===== src/rtl/pl_fetch_stage.sv =====
// -----------------------------------------------------------------------------
// pl_fetch_stage
//
// This is the instruction-fetch stage of a classic five-stage MIPS pipeline.
// It holds the program counter and the IF/ID pipeline register, and it drives
// the instruction-memory address straight from the PC register.
//
// Update priority on each RUN edge, highest first:
//   1. A redirect (taken branch or jump) always wins. It loads the word-aligned
//      target into the PC and flushes IF/ID.
//   2. A load-use hold (IF_ID_write=0) freezes IF/ID.
//   3. A memory wait (imem_ready=0) holds the PC and inserts a bubble.
//   4. Otherwise the fetched word is loaded into IF/ID.
// BOOT lasts for the single edge after reset release and does nothing.
//
// Ports
//   clk, rst_n      : clock, asynchronous active-low reset
//   pc_write        : 1 = PC may advance
//   IF_ID_write     : 1 = IF/ID may load
//   redirect_valid  : flush and redirect to redirect_pc
//   redirect_pc     : redirect target (bits [1:0] dropped, flagged if nonzero)
//   imem_addr       : instruction address (the PC register)
//   imem_rdata      : instruction word at imem_addr (combinational read)
//   imem_ready      : imem_rdata valid this cycle
//   if_id_instr     : registered instruction for ID
//   if_id_pc_plus4  : registered PC+4 of if_id_instr
//   if_id_valid     : 1 = if_id_instr is a real fetched instruction
//   misaligned      : sticky flag for a redirect target with nonzero [1:0]
//   fetch_count     : valid IF/ID loads (wraps)
//   stall_count     : RUN edges with no redirect and no PC advance (wraps)
// -----------------------------------------------------------------------------
module pl_fetch_stage #(
  parameter logic [31:0] RESET_PC  = 32'h0000_0000,
  parameter logic [31:0] NOP_INSTR = 32'h0000_0000
) (
  input  logic        clk,
  input  logic        rst_n,
  input  logic        pc_write,
  input  logic        IF_ID_write,
  input  logic        redirect_valid,
  input  logic [31:0] redirect_pc,
  output logic [31:0] imem_addr,
  input  logic [31:0] imem_rdata,
  input  logic        imem_ready,
  output logic [31:0] if_id_instr,
  output logic [31:0] if_id_pc_plus4,
  output logic        if_id_valid,
  output logic        misaligned,
  output logic [31:0] fetch_count,
  output logic [31:0] stall_count
);

  typedef enum logic [0:0] {
    ST_BOOT = 1'b0,
    ST_RUN  = 1'b1
  } state_t;

  // Force a byte address onto a word boundary.
  function automatic logic [31:0] word_align(input logic [31:0] addr);
    return {addr[31:2], 2'b00};
  endfunction

  // Sequential PC increment. The addition wraps modulo 2^32 by construction.
  function automatic logic [31:0] next_seq_pc(input logic [31:0] addr);
    return addr + 32'd4;
  endfunction

  state_t      state_r;
  logic [31:0] pc_r;
  logic [31:0] if_id_instr_r;
  logic [31:0] if_id_pc_plus4_r;
  logic        if_id_valid_r;
  logic        misaligned_r;
  logic [31:0] fetch_count_r;
  logic [31:0] stall_count_r;

  logic [31:0] pc_plus4_s;
  logic [31:0] pc_next_s;
  logic [31:0] instr_next_s;
  logic [31:0] pc4_next_s;
  logic        valid_next_s;
  logic        misaligned_next_s;
  logic        fetch_inc_s;
  logic        stall_inc_s;

  assign pc_plus4_s = next_seq_pc(pc_r);

  // Next-value selection for the PC, IF/ID and counters, in priority order.
  always_comb begin
    pc_next_s         = pc_r;
    instr_next_s      = if_id_instr_r;
    pc4_next_s        = if_id_pc_plus4_r;
    valid_next_s      = if_id_valid_r;
    misaligned_next_s = misaligned_r;
    fetch_inc_s       = 1'b0;
    stall_inc_s       = 1'b0;

    if (state_r == ST_RUN) begin
      if (redirect_valid) begin
        // The redirecting instruction is older than any stalled one, so it
        // overrides every hold and every memory wait.
        pc_next_s         = word_align(redirect_pc);
        instr_next_s      = NOP_INSTR;
        pc4_next_s        = 32'h0000_0000;
        valid_next_s      = 1'b0;
        misaligned_next_s = misaligned_r | (redirect_pc[1:0] != 2'b00);
      end else if (!IF_ID_write) begin
        // IF/ID is frozen. The hazard unit normally lowers pc_write at the
        // same time, so the PC holds too.
        if (pc_write && imem_ready) begin
          pc_next_s = pc_plus4_s;
        end else begin
          pc_next_s = pc_r;
        end
      end else if (!imem_ready) begin
        pc_next_s    = pc_r;
        instr_next_s = NOP_INSTR;
        pc4_next_s   = 32'h0000_0000;
        valid_next_s = 1'b0;
      end else begin
        instr_next_s = imem_rdata;
        pc4_next_s   = pc_plus4_s;
        valid_next_s = 1'b1;
        fetch_inc_s  = 1'b1;
        if (pc_write) begin
          pc_next_s = pc_plus4_s;
        end else begin
          pc_next_s = pc_r;
        end
      end

      // Without a redirect, the PC moves only when pc_write and imem_ready
      // are both high.
      stall_inc_s = !redirect_valid && !(pc_write && imem_ready);
    end else begin
      // BOOT: leave all state unchanged.
      pc_next_s = pc_r;
    end
  end

  // State register, PC, IF/ID, sticky flag and counters.
  always_ff @(posedge clk or negedge rst_n) begin
    if (!rst_n) begin
      state_r          <= ST_BOOT;
      pc_r             <= RESET_PC;
      if_id_instr_r    <= NOP_INSTR;
      if_id_pc_plus4_r <= 32'h0000_0000;
      if_id_valid_r    <= 1'b0;
      misaligned_r     <= 1'b0;
      fetch_count_r    <= 32'h0000_0000;
      stall_count_r    <= 32'h0000_0000;
    end else begin
      case (state_r)
        ST_BOOT: state_r <= ST_RUN;
        ST_RUN:  state_r <= ST_RUN;
        default: state_r <= ST_BOOT;
      endcase
      pc_r             <= pc_next_s;
      if_id_instr_r    <= instr_next_s;
      if_id_pc_plus4_r <= pc4_next_s;
      if_id_valid_r    <= valid_next_s;
      misaligned_r     <= misaligned_next_s;
      if (fetch_inc_s) begin
        fetch_count_r <= fetch_count_r + 32'd1;
      end else begin
        fetch_count_r <= fetch_count_r;
      end
      if (stall_inc_s) begin
        stall_count_r <= stall_count_r + 32'd1;
      end else begin
        stall_count_r <= stall_count_r;
      end
    end
  end

  assign imem_addr      = pc_r;
  assign if_id_instr    = if_id_instr_r;
  assign if_id_pc_plus4 = if_id_pc_plus4_r;
  assign if_id_valid    = if_id_valid_r;
  assign misaligned     = misaligned_r;
  assign fetch_count    = fetch_count_r;
  assign stall_count    = stall_count_r;

endmodule

===== config.mk =====
export PLATFORM = sky130hd
export DESIGN_NAME = pl_fetch_stage
export DESIGN_NICKNAME = d
export VERILOG_FILES = /design/src/rtl/pl_fetch_stage.sv
export SDC_FILE = /design/constraint.sdc
export NUM_CORES = 1
export LEC_CHECK = 0
export CAP_MARGIN = 10
export CORE_UTILIZATION = 48
export DETAILED_ROUTE_END_ITERATION = 12
export HOLD_SLACK_MARGIN = 0.08
export MAX_ROUTING_LAYER = met4
export PLACE_DENSITY = 0.9
export SYNTH_ARGS = -nofsm -noshare
export SYNTH_HDL_FRONTEND = slang
export SYNTH_SLANG_ARGS = --single-unit

===== constraint.sdc =====
create_clock -name clk -period 2.3 [get_ports clk]
set_clock_uncertainty 0.2 [all_clocks]
set_input_delay 0.46 -clock clk [delete_from_list [all_inputs] [get_ports clk]]
set_output_delay 0.46 -clock clk [all_outputs]
set_load 0.05 [all_outputs]

==> summary.txt <==
CTS Buf Count -> 17
Worst-Skew Late Latency -> 0.43 ns
Cell area after layout -> 11,200 µm²
Die Width -> 131 µm
CTS Buffer Depth -> 2
Startpoint types -> register
Remaining Overflow, GRT -> 0
Total wire length -> 23,800 µm
Rel. slew slack -> 62.0%
Seq. cell area -> 4010 µm²
Hold Vio Cnt, Final -> 0
PD cells -> 755 nW/µm²
DR DRC count -> 0
Max VDD drop -> 0.000548 V
Worst slew pin tran -> 0.564 ns
Slowest library cell on the worst path -> clkdlybuf4s50_1
Crit path buffers/inverters -> 1
1st-pass router iterations -> 5
Syn Area/Cell -> 10.1 µm²
Die ar. -> 17,000 µm²
Core ar. -> 16,000 µm²
Pin count of the biggest net entering global routing -> 72
Status -> finished clean
Worst setup margin -> 0.0258 ns
Worst-path maximum fanout -> 3
Post-synth top area cell -> dfrtp_1
Ranking of synthesized cells by area -> dfrtp_1 50%, xnor2_1 6.5%, a22o_1 3.8%
Register area share after synthesis -> 50.5%
Starting DRT DRC Count -> 606
WL per Instance -> 18.8 µm
Critical path arrival -> 1.61 ns
Initial Utilization -> 49.6%
Share of post-route cells with drive strength above 1 -> 14.8%
IO Pins -> 232
LEAKAGE -> 5.27 nW
Area of the multi-input gates -> 3640 µm²
Largest stage delay, worst path -> 0.81 ns
Max Cap Violations -> 0
Syn-to-layout area delta -> 41.6%
PortBufs -> 229
Setup repair bufs after CTS -> 0
Dpl cell area -> 10,700 µm²
CP delay by family, top -> buffers and inverters
Final #Nets -> 1,108
Antenna Cells -> 0
Total GRT Usage -> 29.2%
Final worst path period need -> 2.27 ns
Final worst path period share -> 98.9%
TritonCTS Sinks -> 160
Setup-failing EPs final -> 0
Hpwl dp -> 16,800 µm
Max Freq -> 0.440 GHz
Initial antenna violation count -> 0
Vias post-DR -> 7,564
Average via count per standard cell -> 5.99
CTS tree -> done
Die height -> 131 µm
RSZ-0062 raised after global routing -> false
Root Buffer -> clkbuf_16
#FFs+latches synth -> 160
Post-route setup TNS -> 0 ns
Fillers -> 1,183
First-pass GRT wire length -> 37,400 µm
Mapped cell area -> 7940 µm²
CP required -> 1.64 ns
Routability Congestion -> 0.886
Synthesized instance count -> 785
Pre-CTS setup slack -> -0.246 ns
Final Max Tran Viols -> 0
Hold WC Path Type -> register to register
CP cell instances -> clkdlybuf4s50_1
H-Tree Level Count -> 4
Count of different cell masters after synthesis -> 59
Asr flop ratio synth -> 100%
Critical Setup Path Class -> register to output pin
Critical path capture point type -> output pin
Rows -> 46
Antenna Nets Post-Route -> 0
Post-synth top area share -> 50.5%
Vias in the first global route -> 7,495
Number of warnings issued by yosys -> 0
Clock Pin Slew Worst Setup and Hold Paths -> 0.06 ns
Main synth FF type -> dfrtp_1
Post-synth EDFFs -> 0
[area by class of cell]
| type | instances | area share, % |
|---|---|---|
| flip-flops and latches | 160 | 35.7 |
| multi-input cells | 553 | 32.4 |
| repair buffers | 291 | 23.9 |
| clock buffers | 21 | 4.19 |
| well taps | 216 | 2.40 |
| clock inverters | 10 | 0.991 |
| inverters | 12 | 0.401 |
[where the power goes]
part	total [mW]	leakage, nW	internal, mW	switching [mW]
logic	2.32	2.90	0.794	1.52
registers	3.35	2.09	3.05	0.302
clock network	2.81	0.281	1.67	1.14
[placed cells by master (no fill, tap or decap), types with 18 or more instances in the layout]
cell type | netlist | layout
dfrtp_1 | 160 | 153
clkdlybuf4s50_1 | 0 | 116
buf_4 | 4 | 96
nand2_1 | 65 | 65
xnor2_1 | 59 | 59
dlygate4sd2_1 | 0 | 58
nand3_1 | 51 | 50
nand4_1 | 40 | 40
a22o_1 | 34 | 34
and3_1 | 32 | 32
nor2_1 | 31 | 31
o21ai_0 | 30 | 30
nor4_1 | 24 | 24
a21oi_1 | 19 | 19
and4_1 | 18 | 18
[per-layer routing]
layer | wire length [µm] | global-route usage, % | share of wire (%) | up-vias
li1 | - | - | - | 3416
met1 | 9560 | 35.0 | 40 | 3695
met2 | 11700 | 47.2 | 49 | 385
met3 | 1650 | 5.54 | 6.9 | 68
met4 | 844 | 14.3 | 3.5 | 0
met5 | 0 | - | 0 | -
[cell usage after synthesis (3+ instances only)]
cell type and count:
dfrtp_1 160, nand2_1 65, xnor2_1 59, nand3_1 51, clkbuf_1 41, nand4_1 40, a22o_1 34, and3_1 32
nor2_1 31, o21ai_0 30, nor4_1 24, a21oi_1 19, and4_1 18, o211ai_1 17, xor2_1 16, buf_2 13
nor3_1 13, inv_1 12, or3_1 7, a221o_1 6, o2bb2ai_1 6, o311ai_0 6, and2_1 5, nor2b_1 5
or4_1 5, a22oi_1 4, buf_4 4, nand2b_1 4, nand4b_1 4, a211o_1 3, a221oi_1 3, a2bb2oi_1 3
a31oi_1 3, a32oi_1 3, ha_1 3, o31ai_1 3
[sequential cells by signal (all words and copies together), names as in the netlist]
signal and cells:
misaligned 1, if_id_valid 1, if_id_pc_plus4 31, state_r 1, fetch_count 32, imem_addr 30, if_id_instr 32, stall_count 32
[through the flow]
stage               instances  hold WS [ns]  total power [mW]  utilization [%]
floorplan                 786       -0.0356              4.79                -
global placement         1231         0.243              5.70             66.8
detailed placement       1231         0.248              5.75             66.8
CTS                      1263         0.279              8.50             70.0
global route             1263         0.298              8.80             70.2
finish                   1263         0.276              8.48             70.2
[kinds of logic (layout without fill, tap and decap cells)]
| logic type | Yosys count | in the layout | share of synthesized area, % |
|---|---|---|---|
| buf+inv | 73 | 334 | 3.94 |
| other cells | 2 | 3 | 0.0946 |
| simple gates | 314 | 314 | 22.1 |
| flops | 160 | 160 | 50.5 |
| mux | 2 | 2 | 0.268 |
| compound gates | 156 | 156 | 14.4 |
| fa+ha+maj | 3 | 3 | 0.473 |
| xor+xnor | 75 | 75 | 8.28 |
[repair_timing]
action / in CTS / in global routing
hold endpoints to repair: 43 / 0
resized for setup: 58 / 13
hold buffers: 1 / 0
setup endpoints to repair: 58 / 14
[worst paths after layout]
path / startpoint / end / slack, ns / depth (start not counted)
worst max-delay path: fetch_count[7] / fetch_count[7] / 0.03 / 1
worst min-delay path: fetch_count[31] / fetch_count[31] / 0.28 / 1
worst max register to register: imem_addr[3] / imem_addr[24] / 0.13 / 6
worst min register to register: fetch_count[31] / fetch_count[31] / 0.28 / 1
max in group asynchronous: rst_n / imem_addr[3] / 0.92 / 3
min in group asynchronous: rst_n / stall_count[21] / 0.36 / 2
Power figures use the tool's default switching activity.
